==> src/rtl/conv_pkg.sv <==
// Shared constants for the Conv3x3 engine datapath.
package conv_pkg;

  localparam int unsigned FP_W        = 32;
  localparam int unsigned MUL_LAT     = 2;
  localparam int unsigned SIGN_BIT    = 31;
  localparam int unsigned EXP_MSB     = 30;
  localparam int unsigned EXP_LSB     = 23;
  localparam int unsigned MAN_MSB     = 22;
  localparam int unsigned NUM_REQ_DEF = 4;

endpackage

==> src/rtl/Mul.sv <==
// Combinational FP32 multiplier: sign XOR, biased exponent sum, 24x24
// mantissa product, single-bit normalise, truncation. No special values.
module Mul
  import conv_pkg::*;
(
  input  logic [FP_W-1:0] a,
  input  logic [FP_W-1:0] b,
  output logic [FP_W-1:0] y
);

  localparam int unsigned MW = MAN_MSB + 2;          // mantissa with hidden bit
  localparam int unsigned EW = EXP_MSB - EXP_LSB + 1;

  logic [MW-1:0]   ma;
  logic [MW-1:0]   mb;
  logic [2*MW-1:0] prod;
  logic            norm;
  logic [MAN_MSB:0] frac;
  logic [EW-1:0]   e_sum;
  logic            unused_prod_lo;

  // Product, normalise by one bit when the mantissa product reaches 2.0
  always_comb begin
    ma    = {1'b1, a[MAN_MSB:0]};
    mb    = {1'b1, b[MAN_MSB:0]};
    prod  = {{MW{1'b0}}, ma} * {{MW{1'b0}}, mb};
    norm  = prod[2*MW-1];
    frac  = norm ? prod[2*MW-2 -: MAN_MSB+1] : prod[2*MW-3 -: MAN_MSB+1];
    e_sum = a[EXP_MSB:EXP_LSB] + b[EXP_MSB:EXP_LSB] - EW'(127) + {{(EW-1){1'b0}}, norm};
    y     = {a[SIGN_BIT] ^ b[SIGN_BIT], e_sum, frac};
  end

  assign unused_prod_lo = ^prod[MAN_MSB:0];

endmodule

==> src/rtl/rr_arbiter.sv <==
// Combinational round-robin arbiter; search begins one past 'last'.
module rr_arbiter #(
  parameter  int unsigned N  = 4,
  localparam int unsigned IW = $clog2(N)
) (
  input  logic [N-1:0]  req,
  input  logic [IW-1:0] last,
  input  logic          en,
  output logic [N-1:0]  gnt,
  output logic [IW-1:0] gnt_idx
);

  int unsigned idx;
  logic        found;

  // First requesting index after 'last', wrapping modulo N
  always_comb begin
    gnt     = '0;
    gnt_idx = '0;
    found   = 1'b0;
    idx     = 0;
    for (int unsigned off = 1; off <= N; off++) begin
      idx = (32'(last) + off) % N;
      if (en && !found && req[idx]) begin
        gnt[idx] = 1'b1;
        gnt_idx  = IW'(idx);
        found    = 1'b1;
      end
    end
  end

endmodule

==> src/rtl/fp_mul_arbiter.sv <==
// Round-robin sharing of one FP32 multiplier between NUM_REQ requesters,
// with registered operands (S1) and registered product (S2).
module fp_mul_arbiter
  import conv_pkg::*;
#(
  parameter  int unsigned NUM_REQ = NUM_REQ_DEF,
  localparam int unsigned TAG_W   = $clog2(NUM_REQ)
) (
  input  logic                    clk,
  input  logic                    rst_n,
  input  logic [NUM_REQ-1:0]      req_valid,
  input  logic [NUM_REQ*FP_W-1:0] req_a,
  input  logic [NUM_REQ*FP_W-1:0] req_b,
  output logic [NUM_REQ-1:0]      req_ready,
  output logic [NUM_REQ-1:0]      res_valid,
  output logic [FP_W-1:0]         res_data,
  input  logic [NUM_REQ-1:0]      res_ready,
  output logic                    busy
);

  logic [FP_W-1:0]  a1_q, a1_d, b1_q, b1_d, p2_q, p2_d;
  logic [TAG_W-1:0] tag1_q, tag1_d, tag2_q, tag2_d, last_q, last_d;
  logic             v1_q, v1_d, v2_q, v2_d;

  logic [FP_W-1:0]    a_arr [NUM_REQ];
  logic [FP_W-1:0]    b_arr [NUM_REQ];
  logic [NUM_REQ-1:0] gnt;
  logic [TAG_W-1:0]   gnt_idx;
  logic [FP_W-1:0]    mul_y;
  logic               s1_adv, s2_adv, arb_en, fire;

  // Split packed operand buses into per-requester words
  always_comb begin
    for (int unsigned i = 0; i < NUM_REQ; i++) begin
      a_arr[i] = req_a[i*FP_W +: FP_W];
      b_arr[i] = req_b[i*FP_W +: FP_W];
    end
  end

  // Pipeline advance conditions; only the result owner's ready matters
  always_comb begin
    s2_adv = !v2_q || res_ready[tag2_q];
    s1_adv = !v1_q || s2_adv;
    // rst_n gating keeps req_ready low for the whole reset window
    arb_en = s1_adv && rst_n;
  end

  rr_arbiter #(.N(NUM_REQ)) u_arb (
    .req     (req_valid),
    .last    (last_q),
    .en      (arb_en),
    .gnt     (gnt),
    .gnt_idx (gnt_idx)
  );

  Mul u_mul (
    .a (a1_q),
    .b (b1_q),
    .y (mul_y)
  );

  assign req_ready = gnt;
  assign fire      = |gnt;

  // Next-state for both stages and the round-robin pointer
  always_comb begin
    a1_d   = a1_q;
    b1_d   = b1_q;
    tag1_d = tag1_q;
    v1_d   = v1_q;
    p2_d   = p2_q;
    tag2_d = tag2_q;
    v2_d   = v2_q;
    last_d = last_q;
    if (s2_adv) begin
      v2_d = v1_q;
      if (v1_q) begin
        p2_d   = mul_y;
        tag2_d = tag1_q;
      end
    end
    if (s1_adv) begin
      v1_d = fire;
      if (fire) begin
        a1_d   = a_arr[gnt_idx];
        b1_d   = b_arr[gnt_idx];
        tag1_d = gnt_idx;
        last_d = gnt_idx;
      end
    end
  end

  // State registers with asynchronous active-low reset
  always_ff @(posedge clk or negedge rst_n) begin
    if (!rst_n) begin
      a1_q   <= '0;
      b1_q   <= '0;
      tag1_q <= '0;
      v1_q   <= 1'b0;
      p2_q   <= '0;
      tag2_q <= '0;
      v2_q   <= 1'b0;
      last_q <= TAG_W'(NUM_REQ - 1);
    end else begin
      a1_q   <= a1_d;
      b1_q   <= b1_d;
      tag1_q <= tag1_d;
      v1_q   <= v1_d;
      p2_q   <= p2_d;
      tag2_q <= tag2_d;
      v2_q   <= v2_d;
      last_q <= last_d;
    end
  end

  // One-hot result routing to the owner of the S2 product
  always_comb begin
    res_valid = '0;
    if (v2_q) res_valid[tag2_q] = 1'b1;
  end

  assign res_data = p2_q;
  assign busy     = v1_q | v2_q;

endmodule

==> config.mk <==
export PLATFORM = sky130hd
export DESIGN_NAME = fp_mul_arbiter
export DESIGN_NICKNAME = d
export VERILOG_FILES = /design/src/rtl/conv_pkg.sv /design/src/rtl/Mul.sv /design/src/rtl/rr_arbiter.sv /design/src/rtl/fp_mul_arbiter.sv
export SDC_FILE = /design/constraint.sdc
export NUM_CORES = 2
export LEC_CHECK = 0
export BUFFER_PORTS_ARGS = -buffer_cell sky130_fd_sc_hd__buf_2
export CAP_MARGIN = 10
export CORE_MARGIN = 2
export CORE_UTILIZATION = 29
export CTS_CLUSTER_DIAMETER = 30
export DETAILED_ROUTE_END_ITERATION = 8
export PLACE_DENSITY = 0.54
export SLEW_MARGIN = 20
export SYNTH_ARGS = -nofsm -noshare
export SYNTH_HDL_FRONTEND = slang
export SYNTH_SLANG_ARGS = --single-unit
export TNS_END_PERCENT = 1
==> constraint.sdc <==
create_clock -name clk -period 17.35 [get_ports clk]
set_clock_uncertainty 0.1 [all_clocks]
set_input_delay 0.8675 -clock clk [delete_from_list [all_inputs] [get_ports clk]]
set_output_delay 0.8675 -clock clk [all_outputs]
set_load 0.005 [all_outputs]
==> results.sh <==
export IMPL_initial_core_util_pct=29.14
export IMPL_synth_avg_cell_area_um2=9.627
export IMPL_drv_slew=0
export IMPL_htreeDepth=3
export IMPL_synth_warnings=0
export IMPL_hold_path_class="in2async"
export IMPL_synthArstFlopShare_pct=100.0
export IMPL_worst_slew_pin_slew_ns=1.139
export IMPL_post_drt_wl_per_cell_um=18.21
export IMPL_period_share_pct=56.08
export IMPL_yosysUniqueCellTypes=62
export IMPL_cp_max_fo=24
export IMPL_cts_resized=0
export IMPL_synth_fp_nets=3507
export IMPL_grt_overflow_total=0
export IMPL_diodes=0
export IMPL_post_cts_buffers=0
export IMPL_clock_latency_ns=0.42
export IMPL_final_instance_count_excl_fill=3935
export IMPL_rr_startpoint="b1_q[8]"
export IMPL_crit_path_end_kind="register"
export IMPL_drc=0
export IMPL_cts_buffers=9
export IMPL_timing_fmax_mhz=102.8
export IMPL_synth_seq_area_share_pct=10.53
export IMPL_holdBufCountCts=0
export IMPL_synthCells=2569
export IMPL_grt_max_degree=68
export IMPL_cp_arrival_ns=9.96
export IMPL_cp_slowest_cell="dfrtp_1"
export IMPL_maxSlewHeadroom_pct=24.09
export IMPL_io_buffers=306
export IMPL_synth_flop_cell="dfrtp_1"
export IMPL_place_hpwl_um=58840
export IMPL_fillers=9018
export IMPL_syn_cell_area_um2=24730
export IMPL_clock_sinks=104
export IMPL_dp_cells=3919
export IMPL_cts_tree="yes"
export IMPL_grt_pass1_vias=19560
export IMPL_max_stage_delay_ns=0.88
export IMPL_rows=107
export IMPL_status="finished, final reports clean"
export IMPL_fp_dieH_um=296.0
export IMPL_final_cell_area_um2=27720
export IMPL_ys_top_cells_by_area="fa_1 39%, dfrtp_1 10%, ha_1 9.6%"
export IMPL_ant_nets=0
export IMPL_wl_um=71650
export IMPL_synth_top_area_share_pct=39.02
export IMPL_layout_nets=3724
export IMPL_cap_violations=0
export IMPL_gp_congestion=0.8750
export IMPL_finalCriticalPeriod_ns=9.730
export IMPL_globalRouteTotalUtil_pct=16.84
export IMPL_tns_ns=0
export IMPL_drt_iter0_markers=973
export IMPL_dieArea_um2=87630
export IMPL_critPathLaunch="b1_q[8]"
export IMPL_start_kind="register"
export IMPL_antenna_found_initial=3
export IMPL_routed_via_density=4.682
export IMPL_finalHoldViolCount=0
export IMPL_cts_buffer_depth=2
export IMPL_cts_root_buffer="clkbuf_16"
export IMPL_ios=307
export IMPL_setup_viol_count_final=0
export IMPL_path_clk_slew_ns=0.12
export IMPL_core_region_area_um2=84880
export IMPL_ys_ff_latch=104
export IMPL_synth_top_area_cell="fa_1"
export IMPL_criticalPathCategory="reg2reg"
export IMPL_grt_pass1_wl_um=112100
export IMPL_synth_edf_count=0
export IMPL_worstPathRequired_ns=17.58
export IMPL_fp_dieW_um=296.0
export IMPL_area_growth_pct=12.10
export IMPL_holdWs_ns=0.3808
export IMPL_drive_above_1_share_pct=17.70
export IMPL_drt_pass1_iterations=9
export IMPL_grt_setup_unrepaired="false"
export IMPL_num_vias=18420
export IMPL_placed_area_um2=27410
## logic make-up (layout without fill, tap and decap cells)
group,after synthesis,count (layout),share of synthesized area (%)
buffers and inverters,708,930,10.99
and+or+nand+nor,705,705,13.66
adders and majority gates,672,672,48.63
AOI/OAI and AO/OA,190,190,4.847
muxes,153,153,10.03
DFF,104,104,10.53
xor gates and xnor gates,37,37,1.310
## registers in the layout (all words and copies together) (netlist names)
| signal | flops |
|---|---|
| b1_q | 32 |
| v1_q | 1 |
| tag2_q | 2 |
| tag1_q | 2 |
| last_q | 2 |
| res_data | 32 |
| a1_q | 32 |
| v2_q | 1 |
## cell type report
type | count | area (µm²) | area share [%]
Multi-Input combinational cell | 1757 | 19440 | 70.13
Sequential cell | 104 | 2606 | 9.401
Inverter | 578 | 2170 | 7.826
Timing Repair Buffer | 336 | 1759 | 6.345
Tap cell | 1144 | 1431 | 5.163
Clock buffer | 10 | 229.0 | 0.8259
Clock inverter | 6 | 85.08 | 0.3069
## through the flow
| stage | setup WS, ns | util (%) |
|---|---|---|
| floorplan | 8.912 | - |
| global placement | 7.732 | 32.29 |
| detailed placement | 7.688 | 32.29 |
| CTS | 7.654 | 32.66 |
| global route | 6.933 | 32.66 |
| finish | 7.620 | 32.66 |
## synthesized netlist by cell type (2+ instances only)
master	n
or3_1	3
and2_1	218
inv_1	576
nand2b_1	4
o21ai_0	56
o21bai_1	11
nor2_1	55
mux2_1	7
dfstp_2	2
nor4_1	4
clkbuf_1	104
a21oi_1	52
ha_1	190
a21o_1	19
a211oi_1	9
a221o_1	5
nand3_1	10
a2111oi_0	2
nor2b_1	3
nor3b_1	3
nand2_1	365
a31oi_1	3
xor2_1	13
and3_1	9
buf_4	7
buf_1	2
or2_2	2
mux4_2	69
o211ai_1	6
o31ai_1	7
a222oi_1	4
nand4_1	13
a22oi_1	2
dfrtp_1	102
a311oi_1	3
mux2i_1	16
fa_1	482
buf_2	14
nor3_1	9
buf_6	2
clkinv_1	2
xnor2_1	24
mux2_2	61
## path summary, 6_finish.rpt
| kind | end | slack (ns) | cells after the start |
|---|---|---|---|
| max | res_data[29] | 7.62 | 37 |
| min | a1_q[11] | 0.38 | 1 |
| min reg2reg | res_data[17] | 0.38 | 2 |
| max reg2reg | res_data[29] | 7.62 | 37 |
| min in group clk | res_data[17] | 0.38 | 2 |
| max in group asynchronous | res_data[14] | 15.36 | 2 |
## layer usage
layer	part of all wire [%]	track usage, %	up-vias
li1	-	-	8284
met1	41	21.31	9510
met2	50	29.45	549
met3	5.5	2.301	78
met4	3.3	5.765	2
met5	0.018	0	-
## critical path, delay by kind of cell (launching register included)
| family | cells | cell delay [ns] |
|---|---|---|
| AO/OA/AOI/OAI | 7 | 1.04 |
| XOR/XNOR | 2 | 0.29 |
| adder cells (fa/ha/maj) | 10 | 4.38 |
| buffers and inverters | 10 | 1.43 |
| flip-flops | 1 | 0.88 |
| AND/OR/NAND/NOR | 8 | 1.52 |
## layout by cell type (no fill, tap or decap), types with 5 or more instances in the layout
cell / instances
a211oi_1: 9
a21o_1: 19
a21oi_1: 51
a221o_1: 5
and2_1: 218
and3_1: 9
buf_2: 305
buf_4: 31
clkbuf_16: 9
dfrtp_1: 101
fa_1: 482
ha_1: 190
inv_1: 576
mux2_1: 7
mux2_2: 61
mux2i_1: 16
mux4_2: 69
nand2_1: 364
nand3_1: 10
nand4_1: 13
nor2_1: 55
nor3_1: 9
o211ai_1: 6
o21ai_0: 56
o21bai_1: 11
o31ai_1: 6
xnor2_1: 24
xor2_1: 12
Power is not shown: default switching activity piles up to over one toggle a cycle in this logic, so the estimate is an artifact.
